File: src/rtl/twos_negate_serial.sv
// twos_negate_serial
//   Digit-serial two's-complement unit. It negates, takes the absolute value
//   of, or passes a WIDTH-bit signed operand. It handles DIGIT bits per clock,
//   least-significant digit first, through a registered carry.
//
//   The operand and the inversion decision are registered at acceptance.
//   Later changes on A/mode have no effect on the operation in flight.
//   out_valid rises exactly N = WIDTH/DIGIT edges after the accepting edge.
//   Y and ovf then hold until the consumer takes them.
//
//   Build option: define TWOS_SAT_EN to saturate an overflowing result to the
//   maximum positive value. Without it, the wrapped result (equal to A) is
//   returned. ovf is set in both builds.
//
// Ports
//   clk        rising-edge clock
//   reset      synchronous, active-high reset
//   in_valid   A and mode are valid
//   in_ready   unit can accept an operand (IDLE only)
//   A          operand, signed two's complement, WIDTH bits
//   mode       00 pass, 01 negate, 10 abs, 11 pass
//   out_valid  Y and ovf are valid
//   out_ready  consumer accepts the result
//   Y          result, WIDTH bits
//   ovf        result not representable (A == MIN and inverted)
//
// States
//   IDLE | waiting for an operand, in_ready high
//   BUSY | one digit per cycle through the carry chain
//   DONE | result presented, held until out_ready
module twos_negate_serial #(
  parameter int WIDTH = 8,
  parameter int DIGIT = 2
) (
  input  logic             clk,
  input  logic             reset,
  input  logic             in_valid,
  output logic             in_ready,
  input  logic [WIDTH-1:0] A,
  input  logic [1:0]       mode,
  output logic             out_valid,
  input  logic             out_ready,
  output logic [WIDTH-1:0] Y,
  output logic             ovf
);

  localparam int N  = WIDTH / DIGIT;
  localparam int CW = (N > 1) ? $clog2(N) : 1;
  localparam logic [CW-1:0]    CNT_LOAD = CW'(N - 1);
  localparam logic [WIDTH-1:0] MIN_VAL  = {1'b1, {(WIDTH-1){1'b0}}};
  localparam logic [WIDTH-1:0] MAX_VAL  = {1'b0, {(WIDTH-1){1'b1}}};

  typedef enum logic [1:0] {IDLE, BUSY, DONE} state_t;

  state_t           state;
  logic [WIDTH-1:0] a_sh;
  logic             inv_q;
  logic             carry;
  logic [CW-1:0]    cnt;

  logic             inv_in;
  logic             ovf_in;
  logic [DIGIT:0]   sum;
  logic [WIDTH-1:0] y_shift;

  assign inv_in = (mode == 2'b01) | ((mode == 2'b10) & A[WIDTH-1]);
  assign ovf_in = inv_in & (A == MIN_VAL);

  // The current digit always sits in the low bits of a_sh. The conditional
  // one's complement plus the carry gives the two's complement when inv_q is set.
  assign sum = {1'b0, a_sh[DIGIT-1:0] ^ {DIGIT{inv_q}}} + {{DIGIT{1'b0}}, carry};

  // Result digits enter at the top and move down. After N steps, digit 0 is at the LSB.
  assign y_shift = (Y >> DIGIT) | (WIDTH'(sum[DIGIT-1:0]) << (WIDTH - DIGIT));

  always_ff @(posedge clk) begin
    if (reset) begin
      state     <= IDLE;
      in_ready  <= 1'b0;
      out_valid <= 1'b0;
      Y         <= '0;
      ovf       <= 1'b0;
      a_sh      <= '0;
      inv_q     <= 1'b0;
      carry     <= 1'b0;
      cnt       <= '0;
    end else begin
      case (state)
        IDLE: begin
          in_ready <= 1'b1;
          if (in_valid && in_ready) begin
            a_sh     <= A;
            inv_q    <= inv_in;
            ovf      <= ovf_in;
            carry    <= inv_in;
            cnt      <= CNT_LOAD;
            in_ready <= 1'b0;
            state    <= BUSY;
          end
        end
        BUSY: begin
          a_sh  <= a_sh >> DIGIT;
          carry <= sum[DIGIT];
          Y     <= y_shift;
          if (cnt == '0) begin
            state     <= DONE;
            out_valid <= 1'b1;
`ifdef TWOS_SAT_EN
            if (ovf) Y <= MAX_VAL;
`endif
          end else begin
            cnt <= cnt - CW'(1);
          end
        end
        DONE: begin
          if (out_ready) begin
            out_valid <= 1'b0;
            in_ready  <= 1'b1;
            state     <= IDLE;
          end
        end
        default: begin
          state     <= IDLE;
          in_ready  <= 1'b0;
          out_valid <= 1'b0;
        end
      endcase
    end
  end

endmodule

File: config.mk
export PLATFORM = sky130hd
export DESIGN_NAME = twos_negate_serial
export DESIGN_NICKNAME = d
export VERILOG_FILES = /design/src/rtl/twos_negate_serial.sv
export SDC_FILE = /design/constraint.sdc
export NUM_CORES = 1
export LEC_CHECK = 0
export ABC_AREA = 1
export CAP_MARGIN = 5
export CORE_MARGIN = 4
export CORE_UTILIZATION = 35
export CTS_CLUSTER_DIAMETER = 150
export CTS_CLUSTER_SIZE = 28
export DETAILED_ROUTE_END_ITERATION = 12
export GPL_TIMING_DRIVEN = 0
export SLEW_MARGIN = 40
export SYNTH_ARGS = -nofsm -noshare
export SYNTH_HDL_FRONTEND = slang
export SYNTH_SLANG_ARGS = --single-unit
export TNS_END_PERCENT = 10
File: constraint.sdc
create_clock -name clk -period 1.4 [get_ports clk]
set_input_delay 0.28 -clock clk [delete_from_list [all_inputs] [get_ports clk]]
set_output_delay 0.28 -clock clk [all_outputs]
set_load 0.05 [all_outputs]
==> metrics, run 1 <==
Clock power frac=22.4%; top_reg_cell synth=dfxtp_1; Pins Over Slew Limit=0; Pwr per Cell Area=1040 nW/µm²; Hold Slack=0.206 ns; largest net degree at the start of global routing=16; layout cells sized above 1=19.4%; router iterations before antenna repair=4; Die Wd=66.2 µm; met3 Use GR=2.21%; Final #Nets=209; Inserted Diodes=0; clock transition time at the flip-flop clock pins of the worst setup and hold paths=0.15 ns; Layout Cells excl Fill=235; combinational share of power=25.3%; Synth cell types=22; setup total negative slack=0 ns; Net Sw Frac=33.7%; R2R Path Start=inv_q; GRT met2 Usage=20.2%; most frequent cell after synthesis=nor2_1; top area cells in the synthesized netlist=dfxtp_1, nor2_1, nand2_1; buffer and inverter count on the worst path=1; status=completed; Final HPWL DP=1860 µm; fmax=0.740 GHz; Post-synth top cells=nor2_1, nand2_1, dfxtp_1; clock skew=0.00489 ns; Slew @ Worst Pin=0.290 ns; ys async rst share=0%; CTS tree=done; number of global-route vias before repair=944; critical path's largest stage delay=0.37 ns; Critical Path Start=Y[7]; Post-synth EDFFs=0; worst reg2reg path endpoint=Y[7]; Tmin final=1.35 ns; register share of total power=52.3%; fin crit share=96.5%; Routability Congestion=0.783; Syn-to-layout area delta=25.4%; Post-Synthesis Net Count=181; Psw=0.000521 W; total number of H-tree levels=1; post-synthesis sequential area ratio=42.1%; Via-to-Cell Ratio=4.43; Crit Path Class=register to primary output; Internal=0.00103 W; Root Buffer=clkbuf_4; Die Span Y=66.2 µm; unrepaired setup endpoints after global routing=yes; clk buf depth=2; Crit. path cell count=1; critical path's top delay family=flip-flops; M1 GR Usage=15.1%; post-CTS setup buffer count=0; Post-Place Setup Slack=-0.0788 ns; critical path endpoint=Y[7]; first-pass GRT wire length=4150 µm; critical path peak fanout=3; Pleak=0.678 nW; critical path endpoint category=primary output; # setup viols final=0; HP Class=input pin to register; Initial Util=37.7%; maxcap violations=0; area of the multi-input gates=589 µm²; worst setup margin=0.0486 ns; latest clock arrival within the worst-skew pair=0.33 ns; Antenna Nets Post-Route=0; r2r setup slk=0.12 ns; DR vias=1040; Synth top area share=42.1%; drt drc=0; crit path max-delay cell type=dfxtp_1; Final Power=0.00155 W; hold buffers post-CTS=0; WL/cell=10.3 µm; slew margin rel.=80.6%; Worst EP required=1.12 ns; Mapped Avg Cell Area=7.24 µm²; initial antenna violation count=0; Reg area=502 µm²; Critical Path AT=1.07 ns; # clock sinks=25; gr usage total=12.2%; Post-Synthesis Cell Area=1190 µm²; area of the core=3150 µm²; IO buf count=23; grt total ovfl=0; WL final=2420 µm; r2r worst-path depth=5; Inserted Clock Buffers=3; IO Pins=25; CP cell instances=clkdlybuf4s18_2; Final Hold Viols=0; Yosys reg bits=25; Mapped Cells=164; DRT iter0 DRCs=40; VDD IR max=419 µV; Fillers=335; dominant cell type by area after synthesis=dfxtp_1; Placement Rows=20; gr busiest metal=met2; synth warn=0; CP startpoint kind=register; die area=4390 µm²; Placed Cells=231
## registers in the layout, summed over array words and instances, names as in the netlist
name,cells
Y,8
a_sh,8
cnt,2
state,2
carry,1
in_ready,1
inv_q,1
out_valid,1
ovf,1
## cells by family (layout without fill, tap and decap cells)
logic type / count (synthesis) / in the layout / share of synthesized area (%)
XOR/XNOR: 2 / 2 / 1.48
AND/OR/NAND/NOR: 90 / 90 / 33.5
buffers and inverters: 19 / 46 / 8.22
AO/OA/AOI/OAI: 25 / 25 / 11.5
flip-flops: 25 / 25 / 42.1
adder cells (fa/ha/maj): 3 / 3 / 3.16
## metal layers
metal  share of wire, %  vias to the layer above
met5                  0                        -
met4                1.3                        0
met3                3.5                        4
met2                 46                       15
met1                 49                      451
li1                   -                      570
## area by class of cell
| type | instances | area share (%) |
|---|---|---|
| flip-flops and latches | 25 | 33.7 |
| repair buffers | 23 | 14.5 |
| well taps | 44 | 3.70 |
| multi-input cells | 120 | 39.6 |
| clock inverters | 1 | 0.504 |
| inverters | 15 | 4.12 |
| plain buffers | 4 | 2.44 |
| clock buffers | 3 | 1.51 |
## cell usage in the layout (no fill, tap or decap)
master,instances
o21ai_0,16
a21oi_2,3
nand2_2,4
inv_2,3
nand2_4,3
clkdlybuf4s18_2,3
inv_6,1
nor2_2,1
nand3_1,6
dfxtp_1,24
a21oi_1,6
nand3b_1,1
nor2_4,1
buf_6,1
nand2_1,35
clkdlybuf4s50_1,12
nor2_1,38
nand3_2,1
inv_1,11
clkdlybuf4s15_2,4
buf_8,1
clkbuf_4,3
buf_2,5
clkbuf_2,1
xor2_1,2
clkinvlp_4,1
dfxtp_2,1
ha_1,3
## stage by stage
step	utilization (%)	area [µm²]
after floorplan	-	1190
after global placement	46.7	1470
after detailed placement	46.7	1470
after CTS	48.1	1520
after global routing	47.2	1490
final	47.2	1490
## power groups by stage
stage / Combinational [W] / Sequential (W) / Clock [W]
floorplan: 0.000204 / 0.000898 / 0
global placement: 0.000403 / 0.000824 / 0
detailed placement: 0.000408 / 0.000826 / 0
CTS: 0.000403 / 0.000811 / 0.000356
global route: 0.000441 / 0.000819 / 0.000382
finish: 0.000391 / 0.000810 / 0.000346
## how the worst min path moves through the flow
stage           from      end  slack (ns)  cells after the start
2_1_floorplan   A[6]  a_sh[6]        0.44                      2
3_3_place_gp     ovf      ovf        0.45                      2
3_5_place_dp     ovf      ovf        0.46                      2
4_1_cts        reset  a_sh[7]        0.21                      2
5_1_grt        reset  a_sh[7]        0.22                      2
6_report       reset  a_sh[7]        0.21                      2
## what timing repair did
action                     4_1_cts  5_1_grt
hold endpoints to repair         0        0
cloned                           0        0
setup endpoints to repair       11        8
gates resized for setup         34       11
Note: power is estimated with default switching activity, not from simulation.
==> inputs of run 2 (changes only) <==
- GPL_TIMING_DRIVEN: 0 -> 1
- HOLD_SLACK_MARGIN: not set -> 0.12
- PLACE_DENSITY_LB_ADDON: not set -> 0.25
==> run 2 against run 1 <==
  * Sequential share of layout area is 2.5 points lower
  * Maximum frequency increased by 6.3%
  * First-iteration DRC count fell by 48%
  * Sequential power up 1%
  * Non-clock buffer count is the same
  * Utilization rose by 3.7 points
  * Clock power down 9.2%
  * Critical path type is now register to register
  * Worst hold slack gained 0.27 ns
  * Critical path depth up 4
  * Global-route usage down 0.45 points
  * Combinational power is 14% higher
  * Highest routed layer unchanged
  * Power rose by 2.3%
==> metrics, run 2 (synthesis gave the netlist of run 1 again) <==
DR vias=1063 (was 1040); dpl cell area=1580 µm² (was 1470 µm²); latest clock arrival within the worst-skew pair=0.31 ns (was 0.33 ns); DRT iter0 DRCs=21 (was 40); Pwr per Cell Area=986 nW/µm² (was 1040 nW/µm²); VDD IR max=734 µV (was 419 µV); WL/cell=10.1 µm (was 10.3 µm); WL final=2370 µm (was 2420 µm); Syn-to-layout area delta=35.2% (was 25.4%); Routability Congestion=0.791 (was 0.783); Final Hold Viols=0 (unchanged); Pins Over Slew Limit=0 (unchanged); CTS tree=done (unchanged); fin crit share=90.8% (was 96.5%); grt total ovfl=0 (unchanged); Die Wd=66.2 µm (unchanged); critical path endpoint category=register (was primary output); Worst EP required=1.62 ns (was 1.12 ns); layout cells sized above 1=17.8% (was 19.4%); Slew @ Worst Pin=0.494 ns (was 0.290 ns); # clock sinks=25 (unchanged); clk buf depth=2 (unchanged); cts repair resizes=0 (was 34); gr usage total=11.8% (was 12.2%); Tmin final=1.27 ns (was 1.35 ns); total number of H-tree levels=1 (unchanged); Root Buffer=clkbuf_4 (unchanged); largest net degree at the start of global routing=19 (was 16); Placed Cells=231 (unchanged); R2R Path Start=inv_q (unchanged); router iterations before antenna repair=4 (unchanged); fmax=0.787 GHz (was 0.740 GHz); Hold Path Origin=a_sh[6] (was reset); Core Util, Final=50.9% (was 47.2%); drt drc=0 (unchanged); unrepaired setup endpoints after global routing=no (was yes); Antenna Nets Post-Route=0 (unchanged); design area=1610 µm² (was 1490 µm²); IO Pins=25 (unchanged); Initial Util=37.7% (unchanged); slew margin rel.=67.0% (was 80.6%); commonest non-fill, non-tap cell in the layout=nor2_1 (unchanged); Inserted Diodes=0 (unchanged); die area=4390 µm² (unchanged); status=completed (unchanged); Final HPWL DP=1820 µm (was 1860 µm); initial antenna violation count=0 (unchanged); Die Span Y=66.2 µm (unchanged); r2r worst-path depth=5 (unchanged); Inserted Clock Buffers=3 (unchanged); r2r setup slk=0.13 ns (was 0.12 ns); post-CTS setup buffer count=0 (unchanged); HP Class=register to register (was input pin to register); IO buf count=24 (was 23); Fillers=343 (was 335); Placement Rows=20 (unchanged); clock transition time at the flip-flop clock pins of the worst setup and hold paths=0.12 ns (was 0.15 ns); Crit Path Class=register to register (was register to primary output); area of the core=3150 µm² (unchanged); Layout Cells excl Fill=235 (unchanged); worst setup margin=0.129 ns (was 0.0486 ns); Final #Nets=209 (unchanged); Post-Place Setup Slack=-0.107 ns (was -0.0788 ns); CP startpoint kind=register (unchanged); number of global-route vias before repair=1003 (was 944); Via-to-Cell Ratio=4.52 (was 4.43); clock skew=0.00640 ns (was 0.00489 ns); first-pass GRT wire length=4130 µm (was 4150 µm); most frequent cells in the layout=nor2_1, nand2_1, dfxtp_1 (unchanged); worst hold path endpoint=a_sh[6] (was a_sh[7]); maxcap violations=0 (unchanged); Critical Path AT=1.49 ns (was 1.07 ns); # setup viols final=0 (unchanged); Top Registers=Y x8, a_sh x8 (unchanged); critical path peak fanout=2 (was 3); Pleak=0.719 nW (was 0.678 nW); Hold Path Depth=2 (unchanged); worst reg2reg path endpoint=Y[7] (unchanged); hold buffers post-CTS=0 (unchanged)
run 2: metal layers:
layer  global-route usage, %  routed length [µm]
met5                       0                   0
met4                    1.52                   8
met3                    3.91                  98
met2                    21.9                1190
met1                    13.1                1080
run 2: final cells by class:
| type | instances | area, µm² | share of cell area (%) |
|---|---|---|---|
| Clock buffer | 4 | 26.3 | 1.64 |
| Inverter | 15 | 61.3 | 3.82 |
| Multi-Input combinational cell | 120 | 589 | 36.7 |
| Sequential cell | 25 | 500 | 31.2 |
| Tap cell | 44 | 55.1 | 3.43 |
| Timing Repair Buffer | 27 | 373 | 23.2 |
run 2: metrics by stage:
stage	total power [W]	TNS, ns	hold slack [ns]
global placement	0.00128	-0.253	0.457
detailed placement	0.00129	-0.720	0.462
global route	0.00168	0	0.494
floorplan	0.00110	0	0.439
CTS	0.00160	0	0.481
finish	0.00158	0	0.476
run 2: worst max-delay path by stage:
stage | to | start | slack (ns)
6_report | Y[7] | inv_q | 0.13
5_1_grt | cnt[1] | state[0] | 0.03
4_1_cts | Y[7] | inv_q | 0.11
3_5_place_dp | cnt[0] | reset | -0.11
3_3_place_gp | a_sh[5] | in_valid | -0.04
2_1_floorplan | a_sh[2] | in_ready | 0.05
run 2: report_power, final:
part	internal [W]	total, W	switching, W	leakage [nW]
combinational	0.000199	0.000447	0.000248	0.499
clock	0.000111	0.000314	0.000203	0.0150
sequential	0.000772	0.000822	0.0000497	0.205
run 2: critical path, cell delays in order (launching register included):
cell and delay (ns):
dfxtp_1 0.35, xor2_1 0.16, ha_1 0.18, ha_1 0.27, o21ai_0 0.16, nor2_1 0.05
